**config.mk**
```make
export PLATFORM = sky130hd
export DESIGN_NAME = spi_master_gen2
export DESIGN_NICKNAME = d
export VERILOG_FILES = /design/src/rtl/spi_master_gen2.sv
export SDC_FILE = /design/constraint.sdc
export NUM_CORES = 1
export LEC_CHECK = 0
export CORE_MARGIN = 10
export CORE_UTILIZATION = 59
export CTS_BUF_LIST = sky130_fd_sc_hd__clkbuf_4
export DETAILED_ROUTE_END_ITERATION = 8
export PLACE_DENSITY = 0.85
export SLEW_MARGIN = 25
export SYNTH_ARGS = -nofsm -noshare
export SYNTH_HDL_FRONTEND = slang
export SYNTH_SLANG_ARGS = --single-unit
```
**constraint.sdc**
```tcl
create_clock -name clk -period 3.6 [get_ports clk]
set_clock_uncertainty 0.2 [all_clocks]
set_input_delay 0.54 -clock clk [delete_from_list [all_inputs] [get_ports clk]]
set_output_delay 0.54 -clock clk [all_outputs]
set_load 0.03 [all_outputs]
```
**src/rtl/spi_master_gen2.sv**
```systemverilog
// SPI master with run-time CPOL/CPHA, burst slave-select hold and a fixed sck divider.
// Optional feature macro: SPI_MASTER_LSB_FIRST_EN adds the lsb_first input.
module spi_master_gen2 #(
  parameter int unsigned DATA_W  = 8,
  parameter int unsigned CLK_DIV = 4,
  parameter int unsigned NUM_SS  = 1,
  localparam int unsigned SsIdxW = (NUM_SS > 1) ? $clog2(NUM_SS) : 1
) (
  input  logic              clk,
  input  logic              rst,
  input  logic              start,
  input  logic              cpol,
  input  logic              cpha,
  input  logic              hold,
  input  logic [SsIdxW-1:0] ss_idx,
  input  logic [DATA_W-1:0] data_in,
`ifdef SPI_MASTER_LSB_FIRST_EN
  input  logic              lsb_first,
`endif
  input  logic              miso,
  output logic              mosi,
  output logic              sck,
  output logic [NUM_SS-1:0] ss,
  output logic [DATA_W-1:0] data_out,
  output logic              busy,
  output logic              new_data
);

  localparam int unsigned CntW  = $clog2(CLK_DIV + 1);
  localparam int unsigned EdgeW = $clog2(2 * DATA_W + 1);
  localparam logic [CntW-1:0]  CntLast  = CntW'(CLK_DIV - 1);
  localparam logic [EdgeW-1:0] EdgeLast = EdgeW'(2 * DATA_W - 1);

  typedef enum logic [1:0] {StIdle, StSetup, StXfer, StDone} state_e;

  state_e             state_q, state_d;
  logic [CntW-1:0]    cnt_q, cnt_d;
  logic [EdgeW-1:0]   edge_q, edge_d;
  logic               sck_q, sck_d;
  logic               mosi_q, mosi_d;
  logic [DATA_W-1:0]  tx_q, tx_d;
  logic [DATA_W-1:0]  rx_q, rx_d;
  logic [NUM_SS-1:0]  ss_q, ss_d;
  logic               ss_held_q, ss_held_d;
  logic               cpha_q, cpha_d;
  logic               hold_q, hold_d;
  logic [DATA_W-1:0]  data_out_q, data_out_d;
  logic               new_data_q, new_data_d;
  logic [NUM_SS-1:0]  ss_sel;
  logic               sample_edge;
  logic               lsb_now, lsb_cur;

`ifdef SPI_MASTER_LSB_FIRST_EN
  logic lsb_q, lsb_d;
  assign lsb_now = lsb_first;
  assign lsb_cur = lsb_q;
`else
  assign lsb_now = 1'b0;
  assign lsb_cur = 1'b0;
`endif

  function automatic logic first_bit(input logic [DATA_W-1:0] v, input logic lsb);
    return lsb ? v[0] : v[DATA_W-1];
  endfunction

  function automatic logic [DATA_W-1:0] shift_tx(input logic [DATA_W-1:0] v, input logic lsb);
    return lsb ? (v >> 1) : (v << 1);
  endfunction

  function automatic logic [DATA_W-1:0] shift_rx(input logic [DATA_W-1:0] v, input logic b,
                                                 input logic lsb);
    return lsb ? {b, v[DATA_W-1:1]} : {v[DATA_W-2:0], b};
  endfunction

  // Out-of-range indices leave every line deasserted.
  always_comb begin
    ss_sel = '1;
    for (int unsigned i = 0; i < NUM_SS; i++) begin
      if (32'(ss_idx) == i) ss_sel[i] = 1'b0;
    end
  end

  always_comb begin
    state_d     = state_q;
    cnt_d       = cnt_q;
    edge_d      = edge_q;
    sck_d       = sck_q;
    mosi_d      = mosi_q;
    tx_d        = tx_q;
    rx_d        = rx_q;
    ss_d        = ss_q;
    ss_held_d   = ss_held_q;
    cpha_d      = cpha_q;
    hold_d      = hold_q;
    data_out_d  = data_out_q;
    new_data_d  = 1'b0;
    sample_edge = 1'b0;
`ifdef SPI_MASTER_LSB_FIRST_EN
    lsb_d       = lsb_q;
`endif
    unique case (state_q)
      StIdle: begin
        if (start) begin
          state_d = StSetup;
          cnt_d   = '0;
          edge_d  = '0;
          sck_d   = cpol;
          cpha_d  = cpha;
          hold_d  = hold;
          rx_d    = '0;
`ifdef SPI_MASTER_LSB_FIRST_EN
          lsb_d   = lsb_now;
`endif
          if (!ss_held_q) ss_d = ss_sel;
          // cpha=0 drives the first bit immediately; cpha=1 waits for the first leading edge.
          if (cpha) begin
            tx_d   = data_in;
            mosi_d = 1'b0;
          end else begin
            tx_d   = shift_tx(data_in, lsb_now);
            mosi_d = first_bit(data_in, lsb_now);
          end
        end
      end
      StSetup: begin
        if (cnt_q == CntLast) begin
          cnt_d   = '0;
          state_d = StXfer;
        end else begin
          cnt_d = cnt_q + CntW'(1);
        end
      end
      StXfer: begin
        if (cnt_q == CntLast) begin
          cnt_d  = '0;
          sck_d  = ~sck_q;
          edge_d = edge_q + EdgeW'(1);
          // Even edge indices are leading edges; cpha selects which kind samples.
          sample_edge = ~edge_q[0] ^ cpha_q;
          if (sample_edge) begin
            rx_d = shift_rx(rx_q, miso, lsb_cur);
          end else begin
            mosi_d = first_bit(tx_q, lsb_cur);
            tx_d   = shift_tx(tx_q, lsb_cur);
          end
          if (edge_q == EdgeLast) begin
            state_d    = StDone;
            data_out_d = rx_d;
            new_data_d = 1'b1;
            if (hold_q) begin
              ss_held_d = 1'b1;
            end else begin
              ss_d      = '1;
              ss_held_d = 1'b0;
            end
          end
        end else begin
          cnt_d = cnt_q + CntW'(1);
        end
      end
      StDone:  state_d = StIdle;
      default: state_d = StIdle;
    endcase
  end

  always_ff @(posedge clk) begin
    if (rst) begin
      state_q    <= StIdle;
      cnt_q      <= '0;
      edge_q     <= '0;
      sck_q      <= 1'b0;
      mosi_q     <= 1'b0;
      tx_q       <= '0;
      rx_q       <= '0;
      ss_q       <= '1;
      ss_held_q  <= 1'b0;
      cpha_q     <= 1'b0;
      hold_q     <= 1'b0;
      data_out_q <= '0;
      new_data_q <= 1'b0;
`ifdef SPI_MASTER_LSB_FIRST_EN
      lsb_q      <= 1'b0;
`endif
    end else begin
      state_q    <= state_d;
      cnt_q      <= cnt_d;
      edge_q     <= edge_d;
      sck_q      <= sck_d;
      mosi_q     <= mosi_d;
      tx_q       <= tx_d;
      rx_q       <= rx_d;
      ss_q       <= ss_d;
      ss_held_q  <= ss_held_d;
      cpha_q     <= cpha_d;
      hold_q     <= hold_d;
      data_out_q <= data_out_d;
      new_data_q <= new_data_d;
`ifdef SPI_MASTER_LSB_FIRST_EN
      lsb_q      <= lsb_d;
`endif
    end
  end

  assign mosi     = mosi_q;
  assign sck      = sck_q;
  assign ss       = ss_q;
  assign data_out = data_out_q;
  assign new_data = new_data_q;
  assign busy     = (state_q != StIdle);

endmodule

```
==> out/metrics.yaml <==
path_clk_slew_ns: 0.12
min-delay-start: "tx_q[2]"
globalRouteTotalUtil_pct: 14.1
period_minus_slack_ns: 2.73
dr_total_vias: 1661
reg2reg_slack_ns: 1.18
grt_pass1_vias: 1575
synth.distinct_cells: 46
min_path_cells: 2
synth-warning-count: 0
dieArea_sq_mm: 0.00620
routedWlPerCell_microns: 14.4
layout.nets: 270
grt_max_degree: 44
start_util_pct: 61.0
cts_buffers: 5
grt-ovfl-total: 0
post_cts_buffers: 0
htree_levels: 2
rsz0062_at_grt: "no"
netlist_instances: 222
worstSkewPairLatency_ns: 0.35
cp_slowest_cell: "clkdlybuf4s50_1"
fillers: 295
worstPathArrival_ns: 1.99
fin_crit_sh_pct: 75.8
leakagePower_nw: 0.853
critPathRequiredTime_ns: 2.86
area_growth_pct: 18.1
first_pass_iters: 4
critical-path-max-stage-delay_ns: 0.70
max_freq_mhz: 367
vdd_drop_max_uv: 451
area.sequential_sq_um: 821
synth.avg_cell_area_sq_um: 9.18
cts_root_buf: "clkbuf_4"
critPathLaunchType: "flop"
drt_iter0_drc: 117
cts.sinks: 41
seq_area_frac_synth_pct: 40.3
pin_count: 29
status: "complete, no violations"
gp_congestion: 0.824
hpwl_mm: 3.03
cts_resized: 0
wl_mm: 4.23
power_density_mw_per_mm2: 642
synth_area_sq_mm: 0.00204
chipWidth_microns: 78.8
r2r_cells: 6
hold_class: "reg -> reg"
drv_slew: 0
relSlewSlack_pct: 56.6
cts_hold_buf: 0
tns_ns: 0
antenna_found_initial: 0
cp_top_family: "buffers and inverters"
grt_pass1_wl_mm: 7.32
setup_viol: 0
ys_ff_latch: 41
multiInputGateArea_sq_mm: 0.00109
critPathKind: "reg -> out"
crit_path_frequent_cell: "inv_1"
endpoint_kind: "primary output"
fp.dieH_microns: 78.8
tightestPinTransition_ns: 0.649
port_buffers: 28
path_cells: "inv_1 -> ha_1 -> inv_1 -> clkdlybuf4s50_1"
core_sq_mm: 0.00334
antennaDiodeCount: 0
drive_gt1_share_pct: 10.5
cts_tree: "done"
reg2reg_to: "edge_q[3]"
clock_path_buffers: 2
routed_via_density: 5.67
whs_endpoint: "tx_q[2]"
drv_cap: 0
drtAntennaViolNets: 0
path_buf_inv: 3
drc: 0
row_count: 21
hold_viol: 0
synth_nets: 246
cp_max_fo: 9
r2r-start: "state_q[0]"
final_common_cell: "dfxtp_1"
layout_common_cells: "dfxtp_1, clkdlybuf4s50_1, nand2_1, nor2_1, a21oi_1"
finalPower_mw: 1.54
==> state kept, by name (all words and copies together) (netlist names) <==
register / count
rx_q: 8
sck: 1
data_out: 8
state_q: 2
hold_q: 1
new_data: 1
edge_q: 5
ss: 1
tx_q: 8
cnt_q: 3
ss_held_q: 1
cpha_q: 1
mosi: 1
==> area by class of cell <==
class                   count  area share [%]
multi-input cells         154            45.4
repair buffers             31            12.6
clock buffers               5            1.56
flip-flops and latches     41            34.1
clock inverters             3            1.92
inverters                  13            2.03
well taps                  46            2.39
==> worst max path at each step <==
stage	start	endpoint	slack, ns	cells past startpoint
floorplan	edge_q[0]	data_out[7]	1.61	8
global placement	start	rx_q[4]	1.18	5
detailed placement	start	rx_q[6]	1.12	5
CTS	state_q[0]	busy	0.85	4
global route	state_q[0]	busy	0.76	4
finish	state_q[0]	busy	0.87	4
==> where the power goes <==
group	internal [mW]	switching (mW)	leakage, nW	total [mW]
Combinational	0.264	0.431	0.479	0.695
Sequential	0.515	0.0316	0.333	0.547
Clock	0.147	0.155	0.0414	0.302
Total	0.927	0.618	0.853	1.54
==> kinds of logic after synthesis <==
family / count (synthesis) / share of synthesized area [%]
simple gates: 69 / 16.6
buf+inv: 27 / 6.08
xor+xnor: 2 / 1.78
fa+ha+maj: 8 / 4.91
compound gates: 65 / 24.9
flops: 41 / 40.3
mux: 10 / 5.34
==> cell usage after synthesis (all sizes together) <==
| library cell | n | area (sq um) |
|---|---|---|
| mux2i | 3 | 30.0 |
| a21oi | 17 | 100 |
| ha | 8 | 100 |
| clkbuf | 4 | 15.0 |
| a211oi | 3 | 27.5 |
| nor3b | 2 | 15.0 |
| xnor2 | 1 | 8.76 |
| a221oi | 1 | 8.76 |
| nand3 | 4 | 20.0 |
| nor2b | 5 | 38.8 |
| a41o | 1 | 10.0 |
| a211o | 1 | 8.76 |
| or3 | 1 | 6.26 |
| nand4b | 1 | 8.76 |
| dfxtp | 41 | 821 |
| a32o | 2 | 20.0 |
| o32ai | 1 | 8.76 |
| mux2 | 7 | 78.8 |
| a311oi | 8 | 70.1 |
| and3 | 3 | 18.8 |
| nand3b | 2 | 15.0 |
| a2bb2oi | 1 | 8.76 |
| a22oi | 3 | 22.5 |
| xor2 | 1 | 27.5 |
| nor3 | 4 | 25.0 |
| a2111oi | 1 | 8.76 |
| o31ai | 6 | 45.0 |
| nand2b | 3 | 26.3 |
| nand2 | 23 | 86.3 |
| buf | 10 | 60.1 |
| a22o | 7 | 61.3 |
| o21ai | 4 | 20.0 |
| o2111ai | 7 | 61.3 |
| nor2 | 21 | 78.8 |
| o22ai | 2 | 26.3 |
| inv | 13 | 48.8 |
==> layer usage <==
layer	GRT usage (%)	wire length, microns	vias to the layer above
met5	0	0	-
met4	6.81	70	0
met3	3.72	208	8
met2	21.9	1940	31
met1	17.7	2010	769
li1	-	-	853
==> tightest hold or removal path, stage by stage (launching register included) <==
cell,delay (ns)
dfxtp_1,0.32
inv_1,0.06
o31ai_1,0.07
==> stage by stage <==
stage          area [sq um]  worst slack [ns]  hold WS, ns  util, %  cells
4_1_cts                2410             0.851        0.280     72.1    293
3_5_place_dp           2320              1.12        0.261     69.6    285
2_1_floorplan          2040              1.61        0.236        -    222
3_3_place_gp           2320              1.18        0.247     69.6    285
6_report               2410             0.872        0.278     72.1    293
5_1_grt                2410             0.762        0.297     72.1    293
Power figures use the tool's default switching activity.
